$ cat src/rtl/dual_port_hamming_ram_pkg.sv
// Shared definitions for the dual-port Hamming RAM: parameter defaults and
// the Hamming encode/syndrome/extract helpers, sized by a runtime data width.
package dual_port_hamming_ram_pkg;

  localparam int DEF_WRITE_LATENCY = 1;
  localparam int DEF_READ_LATENCY  = 1;
  localparam int DEF_DATA_WIDTH    = 8;
  localparam int DEF_ADDRESS_DEPTH = 16;
  localparam int MAX_CW            = 64;

  function automatic int calc_parity_bits(input int dw);
    int p;
    p = 0;
    for (int i = 1; i < 16; i++)
      if (p == 0 && (1 << i) >= dw + i + 1) p = i;
    return p;
  endfunction

  localparam int P  = calc_parity_bits(DEF_DATA_WIDTH);
  localparam int CW = DEF_DATA_WIDTH + P;

  // Positions are 1-based; powers of two carry parity, the rest carry data LSB-first.
  function automatic logic [MAX_CW-1:0] hamming_encode(input logic [MAX_CW-1:0] data, input int dw);
    logic [MAX_CW-1:0] cw;
    int d;
    int n;
    cw = '0;
    d  = 0;
    n  = dw + calc_parity_bits(dw);
    for (int pos = 1; pos <= MAX_CW; pos++)
      if (pos <= n && (pos & (pos - 1)) != 0) begin
        cw[pos-1] = data[d];
        d++;
      end
    for (int i = 0; i < 7; i++)
      for (int pos = 1; pos <= MAX_CW; pos++)
        if (pos <= n && pos != (1 << i) && (pos & (1 << i)) != 0)
          cw[(1 << i) - 1] = cw[(1 << i) - 1] ^ cw[pos-1];
    return cw;
  endfunction

  function automatic int hamming_syndrome(input logic [MAX_CW-1:0] cw, input int n);
    int s;
    s = 0;
    for (int pos = 1; pos <= MAX_CW; pos++)
      if (pos <= n && cw[pos-1]) s = s ^ pos;
    return s;
  endfunction

  function automatic logic [MAX_CW-1:0] hamming_extract(input logic [MAX_CW-1:0] cw, input int dw);
    logic [MAX_CW-1:0] d;
    int k;
    int n;
    d = '0;
    k = 0;
    n = dw + calc_parity_bits(dw);
    for (int pos = 1; pos <= MAX_CW; pos++)
      if (pos <= n && (pos & (pos - 1)) != 0) begin
        d[k] = cw[pos-1];
        k++;
      end
    return d;
  endfunction

endpackage

$ cat src/rtl/dual_port_hamming_ram_ram_port_pipe.sv
// One RAM port: encodes and delays writes to their commit edge, delays the
// registered array read and decodes/corrects it into the held output.
module ram_port_pipe
  import dual_port_hamming_ram_pkg::*;
#(
  parameter int DATA_WIDTH    = DEF_DATA_WIDTH,
  parameter int AW            = 4,
  parameter int CWID          = CW,
  parameter int WRITE_LATENCY = DEF_WRITE_LATENCY,
  parameter int READ_LATENCY  = DEF_READ_LATENCY
) (
  input  logic                  i_clk,
  input  logic                  i_rst,
  input  logic                  i_en,
  input  logic                  i_we,
  input  logic [AW-1:0]         i_addr,
  input  logic [DATA_WIDTH-1:0] i_din,
  input  logic [CWID-1:0]       i_flip,
  output logic                  o_wr_en,
  output logic [AW-1:0]         o_wr_addr,
  output logic [CWID-1:0]       o_wr_cw,
  input  logic [CWID-1:0]       i_rd_cw,
  output logic [DATA_WIDTH-1:0] o_dout,
  output logic                  o_err
);

  logic [CWID-1:0]       w_enc_cw;
  logic                  r_rd_vld_p0;
  logic                  w_rd_vld;
  logic [CWID-1:0]       w_rd_cw;
  logic [DATA_WIDTH-1:0] w_dec_data;
  logic                  w_dec_err;

  always_comb begin
    logic [MAX_CW-1:0] v_full;
    v_full   = hamming_encode(MAX_CW'(i_din), DATA_WIDTH);
    w_enc_cw = v_full[CWID-1:0] ^ i_flip;
  end

  // Write path: commit straight from the request or after WRITE_LATENCY-1 stages.
  if (WRITE_LATENCY == 1) begin : g_wr_direct
    assign o_wr_en   = i_en & i_we & ~i_rst;
    assign o_wr_addr = i_addr;
    assign o_wr_cw   = w_enc_cw;
  end else begin : g_wr_pipe
    localparam int WS = WRITE_LATENCY - 1;
    logic [WS-1:0]   r_wr_vld_p;
    logic [AW-1:0]   r_wr_addr_p [WS];
    logic [CWID-1:0] r_wr_cw_p   [WS];

    always_ff @(posedge i_clk) begin
      if (i_rst) r_wr_vld_p <= '0;
      else begin
        r_wr_vld_p[0] <= i_en & i_we;
        for (int i = 1; i < WS; i++) r_wr_vld_p[i] <= r_wr_vld_p[i-1];
      end
    end

    always_ff @(posedge i_clk) begin
      r_wr_addr_p[0] <= i_addr;
      r_wr_cw_p[0]   <= w_enc_cw;
      for (int i = 1; i < WS; i++) begin
        r_wr_addr_p[i] <= r_wr_addr_p[i-1];
        r_wr_cw_p[i]   <= r_wr_cw_p[i-1];
      end
    end

    assign o_wr_en   = r_wr_vld_p[WS-1] & ~i_rst;
    assign o_wr_addr = r_wr_addr_p[WS-1];
    assign o_wr_cw   = r_wr_cw_p[WS-1];
  end

  // Read path stage 0: the array word itself is registered in the top alongside this valid.
  always_ff @(posedge i_clk) begin
    if (i_rst) r_rd_vld_p0 <= 1'b0;
    else       r_rd_vld_p0 <= i_en & ~i_we;
  end

  if (READ_LATENCY == 1) begin : g_rd_direct
    assign w_rd_vld = r_rd_vld_p0;
    assign w_rd_cw  = i_rd_cw;
  end else begin : g_rd_pipe
    localparam int RS = READ_LATENCY - 1;
    logic [RS-1:0]   r_rd_vld_p;
    logic [CWID-1:0] r_rd_cw_p [RS];

    always_ff @(posedge i_clk) begin
      if (i_rst) r_rd_vld_p <= '0;
      else begin
        r_rd_vld_p[0] <= r_rd_vld_p0;
        for (int i = 1; i < RS; i++) r_rd_vld_p[i] <= r_rd_vld_p[i-1];
      end
    end

    always_ff @(posedge i_clk) begin
      r_rd_cw_p[0] <= i_rd_cw;
      for (int i = 1; i < RS; i++) r_rd_cw_p[i] <= r_rd_cw_p[i-1];
    end

    assign w_rd_vld = r_rd_vld_p[RS-1];
    assign w_rd_cw  = r_rd_cw_p[RS-1];
  end

  // Decode stage: a syndrome beyond the codeword length is flagged but left uncorrected.
  always_comb begin
    logic [MAX_CW-1:0] v_cw;
    logic [MAX_CW-1:0] v_data;
    int                v_syn;
    v_cw  = MAX_CW'(w_rd_cw);
    v_syn = hamming_syndrome(v_cw, CWID);
    if (v_syn != 0 && v_syn <= CWID) v_cw = v_cw ^ (MAX_CW'(1) << (v_syn - 1));
    v_data     = hamming_extract(v_cw, DATA_WIDTH);
    w_dec_data = v_data[DATA_WIDTH-1:0];
    w_dec_err  = (v_syn != 0);
  end

  always_ff @(posedge i_clk) begin
    if (i_rst) begin
      o_dout <= '0;
      o_err  <= 1'b0;
    end else if (w_rd_vld) begin
      o_dout <= w_dec_data;
      o_err  <= w_dec_err;
    end
  end

endmodule

$ cat src/rtl/dual_port_hamming_ram.sv
// Dual-port Hamming-protected RAM: two address-interleaved banks shared by
// two independent port pipelines; port A wins same-edge write collisions.
module dual_port_hamming_ram
  import dual_port_hamming_ram_pkg::*;
#(
  parameter int WRITE_LATENCY_A = DEF_WRITE_LATENCY,
  parameter int READ_LATENCY_A  = DEF_READ_LATENCY,
  parameter int WRITE_LATENCY_B = DEF_WRITE_LATENCY,
  parameter int READ_LATENCY_B  = DEF_READ_LATENCY,
  parameter int DATA_WIDTH      = DEF_DATA_WIDTH,
  parameter int ADDRESS_DEPTH   = DEF_ADDRESS_DEPTH,
  localparam int AW   = $clog2(ADDRESS_DEPTH),
  localparam int NPAR = calc_parity_bits(DATA_WIDTH),
  localparam int CWID = DATA_WIDTH + NPAR
) (
  input  logic                  i_clk,
  input  logic                  i_rst,
  input  logic                  i_ena,
  input  logic                  i_wea,
  input  logic [AW-1:0]         i_addra,
  input  logic [DATA_WIDTH-1:0] i_dina,
  input  logic [CWID-1:0]       i_flipa,
  output logic [DATA_WIDTH-1:0] o_douta,
  output logic                  o_erra,
  input  logic                  i_enb,
  input  logic                  i_web,
  input  logic [AW-1:0]         i_addrb,
  input  logic [DATA_WIDTH-1:0] i_dinb,
  input  logic [CWID-1:0]       i_flipb,
  output logic [DATA_WIDTH-1:0] o_doutb,
  output logic                  o_errb
);

  localparam int BD = ADDRESS_DEPTH / 2;
  localparam int IW = (AW > 1) ? AW - 1 : 1;

  logic [CWID-1:0] r_bank0 [BD];
  logic [CWID-1:0] r_bank1 [BD];
  logic            w_wr_en_a,   w_wr_en_b;
  logic [AW-1:0]   w_wr_addr_a, w_wr_addr_b;
  logic [CWID-1:0] w_wr_cw_a,   w_wr_cw_b;
  logic [CWID-1:0] r_rd_cw_a,   r_rd_cw_b;

  function automatic logic [IW-1:0] bank_idx(input logic [AW-1:0] a);
    return IW'(a >> 1);
  endfunction

  // Port B is written first so that port A's assignment lands last on a collision.
  always_ff @(posedge i_clk) begin
    if (w_wr_en_b && !w_wr_addr_b[0]) r_bank0[bank_idx(w_wr_addr_b)] <= w_wr_cw_b;
    if (w_wr_en_a && !w_wr_addr_a[0]) r_bank0[bank_idx(w_wr_addr_a)] <= w_wr_cw_a;
  end

  always_ff @(posedge i_clk) begin
    if (w_wr_en_b && w_wr_addr_b[0]) r_bank1[bank_idx(w_wr_addr_b)] <= w_wr_cw_b;
    if (w_wr_en_a && w_wr_addr_a[0]) r_bank1[bank_idx(w_wr_addr_a)] <= w_wr_cw_a;
  end

  // Array read stage: sampled before this edge's commits, giving read-first behaviour.
  always_ff @(posedge i_clk) begin
    if (i_ena && !i_wea)
      r_rd_cw_a <= i_addra[0] ? r_bank1[bank_idx(i_addra)] : r_bank0[bank_idx(i_addra)];
    if (i_enb && !i_web)
      r_rd_cw_b <= i_addrb[0] ? r_bank1[bank_idx(i_addrb)] : r_bank0[bank_idx(i_addrb)];
  end

  ram_port_pipe #(
    .DATA_WIDTH(DATA_WIDTH), .AW(AW), .CWID(CWID),
    .WRITE_LATENCY(WRITE_LATENCY_A), .READ_LATENCY(READ_LATENCY_A)
  ) u_pipe_a (
    .i_clk(i_clk), .i_rst(i_rst), .i_en(i_ena), .i_we(i_wea), .i_addr(i_addra),
    .i_din(i_dina), .i_flip(i_flipa), .o_wr_en(w_wr_en_a), .o_wr_addr(w_wr_addr_a),
    .o_wr_cw(w_wr_cw_a), .i_rd_cw(r_rd_cw_a), .o_dout(o_douta), .o_err(o_erra)
  );

  ram_port_pipe #(
    .DATA_WIDTH(DATA_WIDTH), .AW(AW), .CWID(CWID),
    .WRITE_LATENCY(WRITE_LATENCY_B), .READ_LATENCY(READ_LATENCY_B)
  ) u_pipe_b (
    .i_clk(i_clk), .i_rst(i_rst), .i_en(i_enb), .i_we(i_web), .i_addr(i_addrb),
    .i_din(i_dinb), .i_flip(i_flipb), .o_wr_en(w_wr_en_b), .o_wr_addr(w_wr_addr_b),
    .o_wr_cw(w_wr_cw_b), .i_rd_cw(r_rd_cw_b), .o_dout(o_doutb), .o_err(o_errb)
  );

endmodule

$ cat config.mk
export PLATFORM = sky130hd
export DESIGN_NAME = dual_port_hamming_ram
export DESIGN_NICKNAME = d
export VERILOG_FILES = /design/src/rtl/dual_port_hamming_ram_pkg.sv /design/src/rtl/dual_port_hamming_ram_ram_port_pipe.sv /design/src/rtl/dual_port_hamming_ram.sv
export SDC_FILE = /design/constraint.sdc
export NUM_CORES = 1
export LEC_CHECK = 0
export CORE_UTILIZATION = 35
export CTS_CLUSTER_DIAMETER = 50
export CTS_CLUSTER_SIZE = 28
export DETAILED_ROUTE_END_ITERATION = 12
export PLACE_DENSITY = 0.61
export SLEW_MARGIN = 15
export SYNTH_ARGS = -nofsm -noshare
export SYNTH_HDL_FRONTEND = slang
export SYNTH_SLANG_ARGS = --single-unit
$ cat constraint.sdc
create_clock -name i_clk -period 3.43 [get_ports i_clk]
set_clock_uncertainty 0.15 [all_clocks]
set_input_delay 0.8575 -clock i_clk [delete_from_list [all_inputs] [get_ports i_clk]]
set_output_delay 0.8575 -clock i_clk [all_outputs]
set_load 0.01 [all_outputs]
==> run_results.csv <==
group,metric,value,unit
synth,yosys_warnings,0,
synth,ys_seq_area_frac,0.495,
timing,timing.final.crit_share,0.911,
cells_and_area,layout-drive-gt1-share,0.190,
synth,synthesis.area,0.0139,mm2
cts,h-tree-depth,2,
cells_and_area,syn2layout_area_growth,25.5,%
synth,synth_area_leaders,"edfxtp_1 (47%), a21oi_1 (7.1%), nor2_1 (5.9%), xnor2_1 (3.5%), dfxtp_1 (2.9%)",
drt,wl,56.2,mm
pwr,power,8.64,mW
timing,tightest_slew,1.08,ns
cts,clock-sinks,236,
die,fp.dieH,201,um
grt,grt_max_degree,30,
drt,drc,0,
grt,antenna_found_initial,0,
status,status,"finished, final reports clean",
die,die_x,201,um
synth,synth_cells,1365,
synth,synthDominantCellAreaShare,0.467,
hold_path,hold_path.class,"flip-flop to flip-flop",
timing,finalHoldViolations,0,
critical_path,worstSetupPathType,"flip-flop to flip-flop",
cts,numCtsBuffers,35,
cts,cts_hold_buf,0,
cells_and_area,diodes,0,
synth,yosysMostFrequentCell,"nor2_1",
place,dp_slack,0.114,ns
cts,clock-root-buffer,"clkbuf_16",
timing,slew_headroom,0.273,
place,gp_congestion,0.981,
die,dieArea,0.0405,mm2
timing,fin_ws,0.306,ns
critical_path,crit_family,"simple AND/OR/NAND/NOR gates",
timing,min_period,3.12,ns
synth,yosysTopAreaCell,"edfxtp_1",
place,port_buffers,71,
run,drv_cap,0,
timing,drv_slew,0,
synth,synth_edf_count,216,
synth,syn_nets,1421,
drt,drtAntennaViolNets,0,
cts,clkTransAtPathRegs,0.06,ns
synth,ys_types,67,
synth,synth.avg_cell_area,10.2,um2
critical_path,crit_chain,"xnor2_1 -> xnor3_1 -> nor3b_1 -> ha_1 -> or2_1 -> or4_1 -> a311oi_1",
die,coreArea,0.0389,mm2
die,rows,72,
synth,async_flop_share,0,
cts,cts_resized,0,
die,ios,72,
pwr,max-vdd-ir-drop,0.000345,V
critical_path,end_kind,"flip-flop",
grt,grtUsageTotal,0.275,
pwr,power_density,495,mW/mm2
cells_and_area,num-fill-cells,3705,
grt,grt_pass1_wl,80.5,mm
synth,ys_ff_latch,236,
critical_path,path_buf_inv,0,
cts,cts_tree,"done",
cts,cts_max_path_buffers,3,
drt,drt-initial-drc-count,1491,
synth,synthFlopType,"edfxtp_1",
drt,via_per_inst,5.91,
grt,grt-ovfl-total,0,
timing,fmax,320,MHz
synth,synth_commonest_cells,"nor2_1 (220), edfxtp_1 (216), a21oi_1 (197), clkbuf_1 (80), o21ai_0 (74)",
place,dpl.hpwl,43.1,mm
grt,grt_pass1_vias,11472,
critical_path,worstPathArrival,3.40,ns
critical_path,max_stage_delay,0.55,ns
drt,firstDrtPassIters,6,
drt,vias,12331,
critical_path,critPathLaunchType,"flip-flop",
timing,rsz0062_at_grt,"false",
cts,clk_latency,0.55,ns
critical_path,path_max_fanout,6,
cells_and_area,final_net_count,1596,
drt,avgRoutedWirePerCell,27.0,um
critical_path,required,3.70,ns
critical_path,cpMaxStageDelayCell,"edfxtp_1",
timing,setup_viol,0,
die,initial_core_util,0.357,
pwr,power_leakage,6.28,nW
cts,cts_setup_buffers,0,
## where the power goes
| part | internal [mW] | switching, mW | total [mW] |
|---|---|---|---|
| Combinational | 0.681 | 0.997 | 1.68 |
| Sequential | 3.30 | 0.0653 | 3.36 |
| Clock | 2.07 | 1.53 | 3.60 |
| Total | 6.05 | 2.59 | 8.64 |
## layout make-up
class | instances | area, um2 | share of cell area
clock buffer | 38 | 930 | 0.0533
timing repair buffer | 240 | 2070 | 0.119
clock inverter | 26 | 263 | 0.0151
tap | 518 | 648 | 0.0371
inverter | 10 | 37.5 | 0.00215
sequential | 236 | 6890 | 0.395
multi-input combinational | 1017 | 6620 | 0.379
## path summary, 6_finish.rpt
kind	start	endpoint	slack (ns)	cells after the start
worst max-delay path	r_rd_cw_b[9]	u_pipe_b.o_dout[4]	0.31	7
worst min-delay path	u_pipe_a.o_dout[3]	u_pipe_a.o_dout[3]	0.33	2
worst max register to register	r_rd_cw_b[9]	u_pipe_b.o_dout[4]	0.31	7
worst min register to register	u_pipe_a.o_dout[3]	u_pipe_a.o_dout[3]	0.33	2
## cell usage in the layout, fill, tap and decap left out, types with 37 or more instances in the layout
cell / synthesis / final
nand2_1: 73 / 73
edfxtp_1: 216 / 216
o21ai_0: 74 / 70
mux2i_1: 40 / 40
a21oi_1: 197 / 197
xnor2_1: 56 / 56
clkbuf_16: 0 / 37
nor2_1: 220 / 219
clkdlybuf4s50_1: 0 / 67
buf_4: 0 / 160
## kinds of logic after synthesis
group	share of synthesized area
adder cells (fa/ha/maj)	0.00180
AO/OA/AOI/OAI	0.200
flip-flops	0.495
multiplexers	0.0814
buffers and inverters	0.0310
AND/OR/NAND/NOR	0.120
XOR/XNOR	0.0707
## layer usage
| metal | part of all wire | vias to the layer above | track usage |
|---|---|---|---|
| li1 | - | 5515 | - |
| met1 | 0.42 | 5927 | 0.388 |
| met2 | 0.44 | 782 | 0.418 |
| met3 | 0.11 | 107 | 0.0633 |
| met4 | 0.030 | 0 | 0.0852 |
| met5 | 0 | - | 0 |
## stage by stage
step / hold WS, ns / cells / util / setup TNS, ns / instance area [um2]
after floorplan: 0.353 / 1365 / - / -7.54 / 13900
after global placement: 0.329 / 2021 / 0.418 / 0 / 16300
after detailed placement: 0.328 / 2021 / 0.418 / 0 / 16300
after CTS: 0.336 / 2085 / 0.449 / 0 / 17500
after global routing: 0.350 / 2085 / 0.449 / 0 / 17500
final: 0.331 / 2085 / 0.449 / 0 / 17500
## flip-flops by register name, summed over array words and instances, names as in the netlist
name / cells
u_pipe_b.r_rd_vld_p0: 1
u_pipe_a.r_rd_vld_p0: 1
u_pipe_b.o_err: 1
r_rd_cw_b: 12
r_bank1: 96
r_rd_cw_a: 12
u_pipe_a.o_dout: 8
r_bank0: 96
u_pipe_a.o_err: 1
u_pipe_b.o_dout: 8
## tightest hold or removal path: cells and delay by family, from the launching register on
family          cells  cell delay [ns]
compound gates      1             0.05
simple gates        1             0.08
flops               1             0.30
(Power assumes the default switching activity.)
